[config.mk]
export PLATFORM = sky130hd
export DESIGN_NAME = decoder_2to4
export DESIGN_NICKNAME = d
export VERILOG_FILES = /design/src/rtl/decoder_pkg.sv /design/src/rtl/decoder_core.sv /design/src/rtl/decoder_2to4.sv
export SDC_FILE = /design/constraint.sdc
export NUM_CORES = 1
export LEC_CHECK = 0
export ABC_AREA = 1
export CORE_AREA = 4 4 41 43
export CTS_BUF_LIST = sky130_fd_sc_hd__clkbuf_16
export CTS_CLUSTER_DIAMETER = 150
export DETAILED_ROUTE_END_ITERATION = 16
export DIE_AREA = 0 0 45 47
export GPL_TIMING_DRIVEN = 0
export SETUP_SLACK_MARGIN = 0.02
export SLEW_MARGIN = 20
export SYNTH_ARGS = -nofsm -noshare
export SYNTH_HDL_FRONTEND = slang
export SYNTH_SLANG_ARGS = --single-unit
[constraint.sdc]
create_clock -name clk -period 0.8 [get_ports clk]
set_input_delay 0.2 -clock clk [delete_from_list [all_inputs] [get_ports clk]]
set_output_delay 0.2 -clock clk [all_outputs]
set_load 0.01 [all_outputs]
[src/rtl/decoder_pkg.sv]
// Shared definitions for the registered binary-to-one-hot decoder.
package decoder_pkg;

   localparam int unsigned DEC_IN_W_DEFAULT = 2;
   localparam int unsigned DEC_MAX_IN_W     = 6;
   localparam int unsigned DEC_MAX_OUT_W    = 64;

   // Reference decode at the widest supported size; callers keep the low OUT_W bits.
   function automatic logic [DEC_MAX_OUT_W-1:0] onehot_dec(input logic [DEC_MAX_IN_W-1:0] sel,
                                                           input logic                    en);
      logic [DEC_MAX_OUT_W-1:0] r;
      r = '0;
      for (int i = 0; i < DEC_MAX_OUT_W; i++) begin
         r[i] = en && (sel == DEC_MAX_IN_W'(i));
      end
      return r;
   endfunction

   // True when at most one bit of v is set.
   function automatic logic is_onehot0(input logic [DEC_MAX_OUT_W-1:0] v);
      return (v & (v - 1'b1)) == '0;
   endfunction

endpackage

[src/rtl/decoder_core.sv]
// Purely combinational select decode: next_y = en ? (1 << a) : 0.
module decoder_core #(
   parameter int unsigned IN_W  = 2,
   parameter int unsigned OUT_W = 2 ** IN_W
) (
   input  logic [IN_W-1:0]  a_i,
   input  logic             en_i,
   output logic [OUT_W-1:0] next_y_o
);

   // One comparator per output line; only the line whose index equals a can fire.
   for (genvar i = 0; i < OUT_W; i++) begin : g_line
      assign next_y_o[i] = en_i && (a_i == IN_W'(i));
   end

endmodule

[src/rtl/decoder_2to4.sv]
// Enable-gated binary-to-one-hot decoder with optional output register stage.
module decoder_2to4
   import decoder_pkg::*;
#(
   parameter int unsigned IN_W    = DEC_IN_W_DEFAULT,
   parameter int unsigned OUT_W   = 2 ** IN_W,
   parameter bit          REG_OUT = 1'b1
) (
   input  logic             clk,
   input  logic             rst,
   input  logic [IN_W-1:0]  a,
   input  logic             en,
   output logic [OUT_W-1:0] y,
   output logic             y_valid
);

   // OUT_W is derived; reject illegal widths or an independent override at elaboration.
   if (IN_W < 1 || IN_W > DEC_MAX_IN_W || OUT_W != 2 ** IN_W) begin : g_bad_param
      $error("decoder_2to4: IN_W must be 1..6 and OUT_W must equal 2**IN_W");
   end

   logic [OUT_W-1:0] next_y;

   decoder_core #(
      .IN_W  (IN_W),
      .OUT_W (OUT_W)
   ) u_core (
      .a_i      (a),
      .en_i     (en),
      .next_y_o (next_y)
   );

   if (REG_OUT) begin : g_reg
      logic [OUT_W-1:0] y_d, y_q;
      logic             y_valid_d, y_valid_q;

      // Next-state: reset takes priority over any decode in the same cycle.
      always_comb begin
         y_d       = next_y;
         y_valid_d = en;
         if (rst) begin
            y_d       = '0;
            y_valid_d = 1'b0;
         end
      end

      // Output register; the only state in the block.
      always_ff @(posedge clk) begin
         y_q       <= y_d;
         y_valid_q <= y_valid_d;
      end

      assign y       = y_q;
      assign y_valid = y_valid_q;
   end else begin : g_comb
      assign y       = next_y;
      assign y_valid = en;
   end

   // Cross-check the generate-loop decode against the package reference function.
   logic [DEC_MAX_OUT_W-1:0] ref_y_wide;
   assign ref_y_wide = onehot_dec(DEC_MAX_IN_W'(a), en);

   a_core_matches_ref: assert property (@(posedge clk)
      DEC_MAX_OUT_W'(next_y) == ref_y_wide);

   // Output must never be multi-hot once out of reset.
   a_y_onehot0: assert property (@(posedge clk) disable iff (rst)
      is_onehot0(DEC_MAX_OUT_W'(y)));

endmodule

* After elaboration in Yosys (flattened, before gate mapping)
Cells that the tools add are included.
Storage, ports and cells: register bits after elaboration 5, logic and storage cells 10, output and inout bits 5, input port bits 5
Cells by class: reductions and logical operators 5, equality and inequality tests 3
Operators by type and width (count):
- == test 2 bit (second input constant) | 2
- logical AND 1 bit | 4
- == test 2 x 1 -> 1 bit (second input constant) | 1
- logical NOT 2 bit | 1

* Longest topological paths before layout
word-level depth 2, gate-level depth with buffers 3, gate-level depth less buffers 3

* Modules after synthesis
Synthesis repeated with hierarchy kept, for this count alone.
Second synthesis, totals: cell total of the unflattened synthesis 23, area total of the unflattened synthesis 167.7 um2
By module, submodules not included:
- decoder_2to4 | sequential area each 100.1 um2, area an instance 137.6 um2, times used 1, cells each 15
- decoder_core | sequential area each 0.0 um2, area an instance 30.0 um2, times used 1, cells each 8

* Worst setup path before layout
Ideal clock, no wire load.
path type register -> output, from register g_reg.y_q[0] (netlist: y[0]), to output port y[0], stages on the path, launching flop included 1, data arrival time 0.331 ns, path slack 0.269 ns, data required time 0.600 ns, path buffers 0, cells stage by stage dfxtp_1
RTL lines:
- start, declared | RTL line decoder_2to4.sv:34 | logic [OUT_W-1:0] y_d, y_q;
- start signal, assigned | RTL line decoder_2to4.sv:49 | y_q <= y_d;
- end, declared | RTL line decoder_2to4.sv:13 | output logic [OUT_W-1:0] y,
No word-level cell between the ends.

* Final worst setup path
from register g_reg.y_q[2] (netlist: y[2]), to output port y[2]
No word-level cell between the ends.

==> impl_metrics.yaml <==
critical_path:
  setup.worst_path.end_class: "primary output"
  crit_chain: "buf_6"
  critPathRequiredTime_ns: 0.60
  path_max_fanout: 1
  path_buf_inv: 1
  slowest_delay_ns: 0.31
  slowest_stage: "dfxtp_2"
  crit_path_start_kind: "flop"
  crit_type: "reg -> out"
  cp_top_family: "flip-flops"
  crit_arrival_ns: 0.64
logic_synthesis:
  avgSynthCellArea_um2: 8.41
  yosysMostFrequentCell: "dfxtp_1"
  yosysSeqAreaShare_pct: 66.1
  synth_ff_type: "dfxtp_1"
  synthesis.nets: 23
  yosys-top-cells-count: "5 x dfxtp_1, 4 x nand2_1, 4 x nor2_1, 3 x inv_1"
  ys_warn_count: 0
  synthTopCellsByArea: "dfxtp_1 66%, nand2_1 9.9%, nor2_1 9.9%, inv_1 7.4%, nand2_2 4.1%"
  synth_edf_count: 0
  synth_cells: 18
  synth_cell_type_count: 6
  syn_area_um2: 151
  ys_async_sr_fraction_pct: 0
  yosys.area.top_type: "dfxtp_1"
  synth-seq-cells: 5
  synth.top_cell.area_share_pct: 66.1
floorplan:
  die_w_um: 45
  ios: 10
  dieArea_mm2: 0.00212
  die_y_um: 47
  rows: 13
  initial_utilization_pct: 11.6
  core_mm2: 0.00130
drt:
  drtIter0Drc: 5
  vias_per_cell: 3.07
  ant_nets: 0
  wl_met3_um: 32
  routed.top_layer: "met4"
  num_vias: 141
  dr_wl_met2_um: 187
  routed_wl_um: 368
  wl_per_cell_um: 8.00
  post-route-drc-count: 0
  drt_first_pass_iters: 2
  met1_length_um: 128
power_and_ir_drop:
  p_seq_share_pct: 23.5
  p_per_area_mw_per_mm2: 3300
  comb_power_share_pct: 5.0
  vdd_drop_max_mv: 0.529
  swShare_pct: 16.1
  p_switching_w: 0.000180
  total_leakage_power_nw: 0.178
  pwr-share-clk_pct: 71.5
  intPower_w: 0.000940
placed_design:
  routabilityCongestion: 0.538
  portBuffers: 9
  dpl.hpwl_um: 234
grt:
  grt_pass1_wl_um: 627
  grt_max_degree: 6
  grt_pass1_vias: 162
  overflow: 0
  antenna_found_initial: 0
  track_usage_pct: 5.06
cts:
  numClockSinks: 5
  postCtsSetupBuffers: 0
  cts_tree: "done"
  cts_buffer_depth: 2
  htree_levels: 1
  postCtsHoldBufs: 0
  cts-buffers-inserted: 3
  clk_pin_slew_ns: 0.03
  root_buffer: "clkbuf_16"
sta:
  rsz0062_at_grt: "true"
  timing.fmax_ghz: 1.19
  relSlewSlack_pct: 92.3
  slew_violations: 0
  period_needed_ns: 0.842
  worst_slack_ns: -0.0418
  hold_viol: 0
  tns_ns: -0.192
  fin_crit_sh_pct: 105
  worstMarginPinSlew_ns: 0.116
  setup_viol: 5
final_layout:
  diodes: 0
  area_growth_syn_to_layout_pct: 124
  drive_gt1_share_pct: 41.9
  fin_util_pct: 26.1
  final_nets: 37
hold_path:
  hold_path_class: "in -> reg"
status:
  status: "finished, violations left"
  violations: "setup timing"
run:
  maxCapViolCount: 0
## power groups by stage
stage | Combinational, W | Sequential [W] | Clock (W)
2_1_floorplan | 0.0000148 | 0.000269 | 0
3_3_place_gp | 0.0000580 | 0.000264 | 0
3_5_place_dp | 0.0000587 | 0.000265 | 0
4_1_cts | 0.0000535 | 0.000262 | 0.000818
5_1_grt | 0.0000627 | 0.000265 | 0.000838
6_report | 0.0000561 | 0.000263 | 0.000800
## cells by family after synthesis
| group | share of synthesized area, % |
|---|---|
| simple gates | 24.0 |
| flops | 66.1 |
| buf+inv | 9.91 |
## final timing paths
path | slack, ns | depth (start not counted) | start | end
worst max-delay path | -0.04 | 1 | y[2] | y[2]
worst min-delay path | 0.26 | 3 | a[0] | y[1]
## state kept, by name, summed over array words and instances (netlist names)
register / flops
y: 4
y_valid: 1
## final cells by class
class	instances	area, um2
clock buffers	3	75.1
multi-input cells	9	36.3
fillers	152	962
flip-flops and latches	5	104
clock inverters	1	3.75
repair buffers	9	86.3
inverters	4	15.0
well taps	15	18.8
## per-stage QoR
step           cells  worst slack [ns]  cell area [um2]  hold WS [ns]  power, W
2_1_floorplan     18             0.269              151         0.319  0.000284
3_3_place_gp      42            -0.210              260         0.799  0.000322
3_5_place_dp      42            -0.230              260         0.799  0.000323
5_1_grt           46           -0.0631              339         0.290   0.00116
6_report          46           -0.0418              339         0.263   0.00112
4_1_cts           46           -0.0605              322         0.568   0.00113
## routing by layer
layer	vias to the layer above	track usage [%]
met4	0	10.5
met5	-	0
met2	9	7.06
met3	2	1.15
li1	75	-
met1	55	4.09
## cells in the final DEF, fill, tap and decap left out
cell type,n
clkdlybuf4s50_1,3
nand2_1,4
nand2_2,1
dfxtp_2,3
inv_1,4
nor2_1,4
dfxtp_1,2
buf_6,3
inv_2,1
dlymetal6s2s_1,1
buf_2,2
clkbuf_16,3
## what timing repair did
item | in CTS | in global routing
hold endpoints to repair | 0 | 0
resized for setup | 22 | 5
setup endpoints to repair | 5 | 7
gates cloned | 0 | 0
(Power assumes the default switching activity.)
